### config.mk
export PLATFORM = sky130hd
export DESIGN_NAME = speculative_issue_controller_flat
export DESIGN_NICKNAME = d
export VERILOG_FILES = /design/src/rtl/speculative_issue_controller_if.sv /design/src/rtl/speculative_issue_controller.sv /design/src/flat_wrapper.sv
export SDC_FILE = /design/constraint.sdc
export NUM_CORES = 1
export LEC_CHECK = 0
export BUFFER_PORTS_ARGS = -buffer_cell sky130_fd_sc_hd__buf_2
export CORE_UTILIZATION = 31
export DETAILED_ROUTE_END_ITERATION = 12
export GPL_TIMING_DRIVEN = 1
export SYNTH_ARGS = -nofsm -noshare
export SYNTH_HDL_FRONTEND = slang
export SYNTH_SLANG_ARGS = --single-unit
### constraint.sdc
create_clock -name clk -period 8.9 [get_ports clk]
set_input_delay 0.89 -clock clk [delete_from_list [all_inputs] [get_ports clk]]
set_output_delay 0.89 -clock clk [all_outputs]
set_load 0.01 [all_outputs]
### src/rtl/speculative_issue_controller_if.sv
`default_nettype none
// ============================================================================
// Module   : speculative_issue_controller_if
// Brief    : Pair-input / dual-lane issue bundle for the speculative issue
//            controller. slave = controller side, master = producer/consumer.
// Revision : 1.0 - initial release
// ============================================================================
interface speculative_issue_controller_if;
    logic        in_valid;
    logic        in_ready;
    logic [31:0] mc_normal;
    logic [31:0] mc_spec;
    logic [31:0] ins_normal;
    logic [31:0] ins_spec;
    logic        spec_valid;
    logic        flush;
    logic        out_stall;

    logic        out0_valid;
    logic [31:0] out0_mc;
    logic [31:0] out0_ins;
    logic        out1_valid;
    logic [31:0] out1_mc;
    logic [31:0] out1_ins;

    logic [15:0] dual_count;
    logic [15:0] defer_count;
    logic [1:0]  state;

    modport slave (
        input  in_valid, mc_normal, mc_spec, ins_normal, ins_spec,
               spec_valid, flush, out_stall,
        output in_ready, out0_valid, out0_mc, out0_ins,
               out1_valid, out1_mc, out1_ins,
               dual_count, defer_count, state
    );

    modport master (
        output in_valid, mc_normal, mc_spec, ins_normal, ins_spec,
               spec_valid, flush, out_stall,
        input  in_ready, out0_valid, out0_mc, out0_ins,
               out1_valid, out1_mc, out1_ins,
               dual_count, defer_count, state
    );
endinterface
`default_nettype wire

### src/rtl/speculative_issue_controller.sv
`default_nettype none
// ============================================================================
// Module   : speculative_issue_controller
// Brief    : Issues a normal/speculative micro-op pair on two lanes, deferring
//            the speculative op by one slot when it conflicts or depends.
// Revision : 1.0 - initial release
// ============================================================================
module speculative_issue_controller (
    input  logic                          clk,
    input  logic                          rst,
    speculative_issue_controller_if.slave bus
);

    typedef enum logic [1:0] {
        IDLE  = 2'b00,
        ISSUE = 2'b01,
        DEFER = 2'b10
    } state_t;

    localparam logic [15:0] c_COUNT_MAX = 16'hFFFF;

    state_t      r_state;
    state_t      w_state_nxt;

    logic        r_out0_valid, w_out0_valid_nxt;
    logic [31:0] r_out0_mc,    w_out0_mc_nxt;
    logic [31:0] r_out0_ins,   w_out0_ins_nxt;
    logic        r_out1_valid, w_out1_valid_nxt;
    logic [31:0] r_out1_mc,    w_out1_mc_nxt;
    logic [31:0] r_out1_ins,   w_out1_ins_nxt;

    logic [31:0] r_hold_mc,    w_hold_mc_nxt;
    logic [31:0] r_hold_ins,   w_hold_ins_nxt;

    logic [15:0] r_dual_count,  w_dual_count_nxt;
    logic [15:0] r_defer_count, w_defer_count_nxt;

    logic        w_conflict;
    logic        w_dependent;
    logic        w_not_conflict;
    logic        w_in_ready;
    logic        w_accept;

    // Any shared micro-code bit, or a normal op touching the reserved field,
    // forbids co-issue; so does the spec op sourcing the normal op's result.
    always_comb begin
        w_conflict     = (|(bus.mc_spec & bus.mc_normal)) | (|bus.mc_normal[11:5]);
        w_dependent    = (bus.ins_spec[23:16] == bus.ins_normal[7:0]) |
                         (bus.ins_spec[15:8]  == bus.ins_normal[7:0]);
        w_not_conflict = ~(w_conflict | w_dependent);
    end

    assign w_in_ready = (r_state != DEFER) & ~bus.out_stall & ~bus.flush;
    assign w_accept   = bus.in_valid & w_in_ready;

    always_comb begin
        w_state_nxt       = r_state;
        w_out0_valid_nxt  = r_out0_valid;
        w_out0_mc_nxt     = r_out0_mc;
        w_out0_ins_nxt    = r_out0_ins;
        w_out1_valid_nxt  = r_out1_valid;
        w_out1_mc_nxt     = r_out1_mc;
        w_out1_ins_nxt    = r_out1_ins;
        w_hold_mc_nxt     = r_hold_mc;
        w_hold_ins_nxt    = r_hold_ins;
        w_dual_count_nxt  = r_dual_count;
        w_defer_count_nxt = r_defer_count;

        if (bus.flush) begin
            // Flush wins over stall and DEFER; the held op is discarded.
            w_out0_valid_nxt = 1'b0;
            w_out1_valid_nxt = 1'b0;
            w_hold_mc_nxt    = 32'd0;
            w_hold_ins_nxt   = 32'd0;
            w_state_nxt      = IDLE;
        end else if (!bus.out_stall) begin
            case (r_state)
                DEFER: begin
                    w_out0_valid_nxt = 1'b1;
                    w_out0_mc_nxt    = r_hold_mc;
                    w_out0_ins_nxt   = r_hold_ins;
                    w_out1_valid_nxt = 1'b0;
                    w_state_nxt      = ISSUE;
                end
                default: begin
                    if (w_accept) begin
                        w_out0_valid_nxt = 1'b1;
                        w_out0_mc_nxt    = bus.mc_normal;
                        w_out0_ins_nxt   = bus.ins_normal;
                        w_out1_valid_nxt = 1'b0;
                        w_state_nxt      = ISSUE;
                        if (bus.spec_valid && w_not_conflict) begin
                            w_out1_valid_nxt = 1'b1;
                            w_out1_mc_nxt    = bus.mc_spec;
                            w_out1_ins_nxt   = bus.ins_spec;
                            if (r_dual_count != c_COUNT_MAX)
                                w_dual_count_nxt = r_dual_count + 16'd1;
                        end else if (bus.spec_valid) begin
                            w_hold_mc_nxt  = bus.mc_spec;
                            w_hold_ins_nxt = bus.ins_spec;
                            w_state_nxt    = DEFER;
                            if (r_defer_count != c_COUNT_MAX)
                                w_defer_count_nxt = r_defer_count + 16'd1;
                        end
                    end else begin
                        w_out0_valid_nxt = 1'b0;
                        w_out1_valid_nxt = 1'b0;
                        w_state_nxt      = IDLE;
                    end
                end
            endcase
        end
    end

    always_ff @(posedge clk or posedge rst) begin
        if (rst) begin
            r_state       <= IDLE;
            r_out0_valid  <= 1'b0;
            r_out0_mc     <= 32'd0;
            r_out0_ins    <= 32'd0;
            r_out1_valid  <= 1'b0;
            r_out1_mc     <= 32'd0;
            r_out1_ins    <= 32'd0;
            r_hold_mc     <= 32'd0;
            r_hold_ins    <= 32'd0;
            r_dual_count  <= 16'd0;
            r_defer_count <= 16'd0;
        end else begin
            r_state       <= w_state_nxt;
            r_out0_valid  <= w_out0_valid_nxt;
            r_out0_mc     <= w_out0_mc_nxt;
            r_out0_ins    <= w_out0_ins_nxt;
            r_out1_valid  <= w_out1_valid_nxt;
            r_out1_mc     <= w_out1_mc_nxt;
            r_out1_ins    <= w_out1_ins_nxt;
            r_hold_mc     <= w_hold_mc_nxt;
            r_hold_ins    <= w_hold_ins_nxt;
            r_dual_count  <= w_dual_count_nxt;
            r_defer_count <= w_defer_count_nxt;
        end
    end

    assign bus.in_ready    = w_in_ready;
    assign bus.out0_valid  = r_out0_valid;
    assign bus.out0_mc     = r_out0_mc;
    assign bus.out0_ins    = r_out0_ins;
    assign bus.out1_valid  = r_out1_valid;
    assign bus.out1_mc     = r_out1_mc;
    assign bus.out1_ins    = r_out1_ins;
    assign bus.dual_count  = r_dual_count;
    assign bus.defer_count = r_defer_count;
    assign bus.state       = r_state;

endmodule
`default_nettype wire

### src/flat_wrapper.sv
// flat-port wrapper written by rule: the top's interface ports become plain ports
module speculative_issue_controller_flat 
  (clk, rst, bus_in_valid, bus_mc_normal, bus_mc_spec, bus_ins_normal, bus_ins_spec, bus_spec_valid, bus_flush, bus_out_stall, bus_in_ready, bus_out0_valid, bus_out0_mc, bus_out0_ins, bus_out1_valid, bus_out1_mc, bus_out1_ins, bus_dual_count, bus_defer_count, bus_state);
  speculative_issue_controller_if bus_i ();
  input  logic clk;
  input  logic rst;
  input wire logic [$bits(bus_i.in_valid)-1:0] bus_in_valid;
  input wire logic [$bits(bus_i.mc_normal)-1:0] bus_mc_normal;
  input wire logic [$bits(bus_i.mc_spec)-1:0] bus_mc_spec;
  input wire logic [$bits(bus_i.ins_normal)-1:0] bus_ins_normal;
  input wire logic [$bits(bus_i.ins_spec)-1:0] bus_ins_spec;
  input wire logic [$bits(bus_i.spec_valid)-1:0] bus_spec_valid;
  input wire logic [$bits(bus_i.flush)-1:0] bus_flush;
  input wire logic [$bits(bus_i.out_stall)-1:0] bus_out_stall;
  output wire logic [$bits(bus_i.in_ready)-1:0] bus_in_ready;
  output wire logic [$bits(bus_i.out0_valid)-1:0] bus_out0_valid;
  output wire logic [$bits(bus_i.out0_mc)-1:0] bus_out0_mc;
  output wire logic [$bits(bus_i.out0_ins)-1:0] bus_out0_ins;
  output wire logic [$bits(bus_i.out1_valid)-1:0] bus_out1_valid;
  output wire logic [$bits(bus_i.out1_mc)-1:0] bus_out1_mc;
  output wire logic [$bits(bus_i.out1_ins)-1:0] bus_out1_ins;
  output wire logic [$bits(bus_i.dual_count)-1:0] bus_dual_count;
  output wire logic [$bits(bus_i.defer_count)-1:0] bus_defer_count;
  output wire logic [$bits(bus_i.state)-1:0] bus_state;
  assign bus_i.in_valid = bus_in_valid;
  assign bus_i.mc_normal = bus_mc_normal;
  assign bus_i.mc_spec = bus_mc_spec;
  assign bus_i.ins_normal = bus_ins_normal;
  assign bus_i.ins_spec = bus_ins_spec;
  assign bus_i.spec_valid = bus_spec_valid;
  assign bus_i.flush = bus_flush;
  assign bus_i.out_stall = bus_out_stall;
  assign bus_in_ready = bus_i.in_ready;
  assign bus_out0_valid = bus_i.out0_valid;
  assign bus_out0_mc = bus_i.out0_mc;
  assign bus_out0_ins = bus_i.out0_ins;
  assign bus_out1_valid = bus_i.out1_valid;
  assign bus_out1_mc = bus_i.out1_mc;
  assign bus_out1_ins = bus_i.out1_ins;
  assign bus_dual_count = bus_i.dual_count;
  assign bus_defer_count = bus_i.defer_count;
  assign bus_state = bus_i.state;
  speculative_issue_controller u_core (.clk(clk), .rst(rst), .bus(bus_i));
endmodule
---- Yosys cells after proc, flatten, opt, wreduce, memory -nomap -nowiden ----
Index checks and enable logic that the tools add are counted.
storage, ports and cells
  register bits after elaboration ......... 228
  output and inout port bits .............. 165
  logic and storage cells ................. 76
cells by class
  add/sub/neg operators ................... 2
  equal/unequal tests ..................... 9
  muxes and demuxes ....................... 31
  bitwise operators ....................... 12
  reduce and logical (&&, ||, !) cells .... 11
operators with widths
  cell                                           count
  two-way mux 32 bit                             16
  adder 16 x 1 -> 16 bit, second input constant  2
  bitwise AND 32 bit                             1
  inequality test 16 bit, second input constant  2
  OR reduction 32 bit                            1
  == test 8 bit                                  2
  two-way mux 2 bit                              6
  AND reduction 5 bit                            2
  two-way mux 1 bit                              9
  inequality test 2 bit, second input constant   4
  AND reduction 7 bit                            1
  OR reduction 7 bit                             1
  AND reduction 6 bit                            1
  nonzero test 2 bit                             3
  NOT 1 bit                                      5
  bitwise AND 1 bit                              3
  bitwise OR 1 bit                               3
  AND reduction 3 bit                            1
  == test 2 bit, second input constant           1
  logical AND 1 bit                              1

---- Logic depth before layout (Yosys ltp) ----
  depth after elaboration ................. 11
  gate-level depth with buffers ........... 9
  depth with buffers taken out ............ 7

---- Worst setup path before layout ----
Ideal clock, no wire load.
  path kind ............................... input to register
  start point ............................. input bus_mc_normal[11]
  end point ............................... register u_core.r_hold_ins[0]
  library setup time ...................... 125 ps
  arrival ................................. 3064 ps
  data required time ...................... 8775 ps
  setup slack ............................. 5711 ps
  stages on the path ...................... 9
  buffers on the path ..................... 3
  cell sequence ........................... or4_1 > nor4_2 > nand4_1 > or4_1 > buf_2 > nand2_1 > buf_2 > buf_4 > mux2_2
between the ends
  cells in the longest elaborated chain, start to end .. 8
RTL lines
  what                                 line                                 source
  start: declaration                   flat_wrapper.sv:8                    input wire logic [$bits(bus_i.mc_normal)-1:0] bus_mc_normal;
  bitwise AND 32 bit                   speculative_issue_controller.sv:47   w_conflict = (|(bus.mc_spec & bus.mc_normal)) | (|bus.mc_normal[11:5]);
  OR reduction 32 bit                  speculative_issue_controller.sv:47
  bitwise OR 1 bit (*)                 speculative_issue_controller.sv:47
  bitwise OR 1 bit (*)                 speculative_issue_controller.sv:50   w_not_conflict = ~(w_conflict | w_dependent);
  NOT 1 bit (*)                        speculative_issue_controller.sv:50
  logical AND 1 bit (*)                speculative_issue_controller.sv:92   if (bus.spec_valid && w_not_conflict) begin
  inequality test 2 bit (no line) (*)  n/a
  AND reduction 5 bit (no line) (*)    n/a
  end signal: assignment               speculative_issue_controller.sv:137  r_hold_ins <= w_hold_ins_nxt;
  end: declaration                     speculative_issue_controller.sv:33   logic [31:0] r_hold_ins, w_hold_ins_nxt;
Mark *: on every way between the ends. The rest lies on a longest branch, timed or not.
A chain may end at the register's enable or synchronous reset.

---- Worst setup path in the final report ----
  start point ............................. input bus_mc_normal[11]
  end point ............................... register u_core.r_out1_mc[26], in the netlist u_core.bus.out1_mc[26]
between the ends
  cells in the longest elaborated chain, start to end .. 7
RTL lines
  what                               line                                 source
  bitwise AND 32 bit                 speculative_issue_controller.sv:47
  OR reduction 32 bit                speculative_issue_controller.sv:47
  bitwise OR 1 bit (*)               speculative_issue_controller.sv:47
  bitwise OR 1 bit (*)               speculative_issue_controller.sv:50
  NOT 1 bit (*)                      speculative_issue_controller.sv:50
  logical AND 1 bit (*)              speculative_issue_controller.sv:92
  AND reduction 5 bit (no line) (*)  n/a
  end signal: assignment             speculative_issue_controller.sv:134  r_out1_mc <= w_out1_mc_nxt;
  end: declaration                   speculative_issue_controller.sv:29   logic [31:0] r_out1_mc, w_out1_mc_nxt;
Marks and branches as above.

==> metrics.txt <==
Critical Path Start bus_mc_normal[11]; CTS buffer count 27; DP Cell Count approximately 1.5k; H-tree lvl count 1; fraction of registers with async set/reset 100%; Cell Area, Synth approximately 10000 um^2; Register Area 5710 um^2; I/O Buffers between 200 and 300; CTS tree yes; Nets approximately 1.3k; Yosys reg bits 228; R2R Path Start u_core.bus.state[0]; core area ~33000 um^2; Core Rows 66; Synth Warn # 0; Layout area overhead 26.7%; drt pass-1 iters 4; dpl hpwl around 21000 um; post-synthesis sequential area ratio a little over half; Post-synth EDFFs 0; Hold Crit Start u_core.bus.out0_ins[10]; Slew Viols, Final 0; Critical Path Start Type primary input; Reg clk slew, reported paths ~60 ps; CP endpoint kind register; fin crit period ~4000 ps; initial core utilization between 30% and 40%; Synth Flop Type dfrtp_1; cell taking the most area after synthesis dfrtp_1; Avg Inst Size Synth ~12 um^2; worst endpoint data arrival time about 4400 ps; grt total ovfl 0; Fmax approximately 0.25 GHz; Hold-fix buffers, CTS 0; Setup CP Type primary input to register; die area roughly 34000 um^2; status finished, final reports clean; clock buffer depth 3; die height ~180 um; setup ws final approximately 5000 ps; Clock Skew about 16 ps; largest net degree at the start of global routing between 90 and 100; Resized cells post-CTS 0; routed len/inst 18.9 um; Routed Antenna Nets 0; fin cells about 1.6k; I/O pins around 300; Hold Fails Final Rpt 0; Fill cells ~3.2k; Final Setup Violations 0; Yosys top cell area share roughly 55%; RSZ-0062 raised after global routing false; setup TNS 0 ps; vias in the first global route 7711; DRC violations left 0; area of the multi-input gates between 4000 and 5000 um^2; root buffer selected by CTS clkbuf_16; data required time of the critical path around 9300 ps; Via density 4.71; DP Area 12300 um^2; pwr dens approximately 190 nW/um^2; setup slack at placement between 4000 and 5000 ps; via count 7484; layout cells sized above 1 ~43%; Final Cell Area roughly 13000 um^2; Synth area leaders dfrtp_1 55%, mux2_2 9.1%, mux2_4 7.1%; first-pass GRT wire length 45500 um; drt total wl roughly 30000 um; maxcap violations 0; Crit Path Max Fanout 41; initial antenna violation count 1; leak pwr approximately 7.0 nW; relative slew slack approximately a quarter; Setup Fix Bufs, Post-CTS 0; Worst Hold Class register to register; worst slew pin tran about 1100 ps; Mapped Cells 840; GRT Util Overall between 10% and 20%; Netlist cell types 37; Chip Width approximately 180 um; GP Congestion 0.813; fin crit share around 45%; CTS sink cnt around 230; Detailed Route Iter0 Violations around 350; Worst VDD drop around 0.00015 V; Power Total between 2 and 3 mW; Synth Net Count 976; worst skew pair latency around 530 ps
## where the power goes
part | switching (mW) | internal [mW]
logic | 0.176 | 0.123
clock network | 0.428 | 0.647
registers | 0.0423 | 1.11
## registers in the layout, summed over array words and instances (netlist names), 16 cells and up
| name | count |
|---|---|
| u_core.bus.out0_ins | 32 |
| u_core.bus.out0_mc | 32 |
| u_core.r_hold_mc | 32 |
| u_core.r_hold_ins | 32 |
| u_core.bus.dual_count | 16 |
| u_core.bus.defer_count | 16 |
| u_core.bus.out1_mc | 32 |
| u_core.bus.out1_ins | 32 |
## cell usage in the layout, fill, tap and decap left out, drive strengths merged
cell type / instances
nor3b: 3
a31oi: 1
buf: 306
a22oi: 8
a221oi: 3
nor2: 16
and4: 2
clkinv: 4
or4: 2
nor4b: 1
o21ai: 66
dfrtp: 228
nand2b: 3
a21o: 1
diode: 1
nand2: 82
a22o: 3
nor2b: 68
nand4: 16
inv: 2
nor4: 1
nand3: 23
and2: 1
xnor2: 31
nand4b: 1
ha: 2
mux2: 133
mux2i: 64
and3: 9
a21boi: 1
clkbuf: 43
nor3: 8
xor2: 12
o22ai: 1
## cells by family (layout without fill, tap and decap cells)
logic type      Yosys count  after routing  share of synthesized area [%]
compound gates           84             84                           4.53
xor+xnor                 43             43                           3.63
fa+ha+maj                 2              2                          0.241
buf+inv                  50            355                           2.47
flops                   228            228                           55.0
mux                     197            197                           22.4
other cells               0              1                              0
simple gates            236            236                           11.8
## final cells by class
class | count | area share, %
Antenna cell | 1 | 0.0190
Clock buffer | 43 | 6.43
Clock inverter | 5 | 0.238
Inverter | 1 | 0.0857
Multi-Input combinational cell | 562 | 33.8
Sequential cell | 228 | 43.4
Tap cell | 442 | 4.21
Timing Repair Buffer | 306 | 11.8
## final timing paths
kind,to,slack [ps],cells after the start
setup reg to reg,u_core.bus.out1_mc[26],6080,5
max in group asynchronous,u_core.r_hold_ins[16],7050,3
hold / removal,u_core.bus.out0_ins[10],470,2
min in group asynchronous,u_core.bus.out0_ins[9],480,2
hold reg to reg,u_core.bus.out0_ins[10],470,2
setup / recovery,u_core.bus.out1_mc[26],4910,9
## critical path, stage by stage
cell,delay (ps)
buf_2,120
or4_1,590
nor4_2,240
nand4_1,300
or4_1,580
buf_4,260
nand2b_4,420
buf_4,470
mux2_4,400
## Yosys cell counts (6+ instances only)
cell,n
a22oi_1,8
and3_1,9
buf_6,6
clkbuf_1,31
dfrtp_1,228
mux2_2,84
mux2_4,49
mux2i_1,64
nand2_1,82
nand3_1,23
nand4_1,16
nor2_1,16
nor2b_1,68
nor3_1,8
o21ai_0,66
xnor2_1,31
xor2_1,12
## layer usage
| layer | global-route usage (%) | wire length, um | vias up |
|---|---|---|---|
| met2 | 29.7 | 14300 | 243 |
| li1 | - | - | 3494 |
| met1 | 22.0 | 12900 | 3703 |
| met3 | 3.99 | 1900 | 44 |
| met4 | 5.09 | 793 | 0 |
| met5 | 0 | 0 | - |
## metrics by stage
stage	hold slack, ps	util [%]
2_1_floorplan	514	-
3_3_place_gp	457	37.5
3_5_place_dp	463	37.5
4_1_cts	476	40.2
5_1_grt	504	40.2
6_report	471	40.2
No activity file was read; power rests on OpenSTA's default activity.
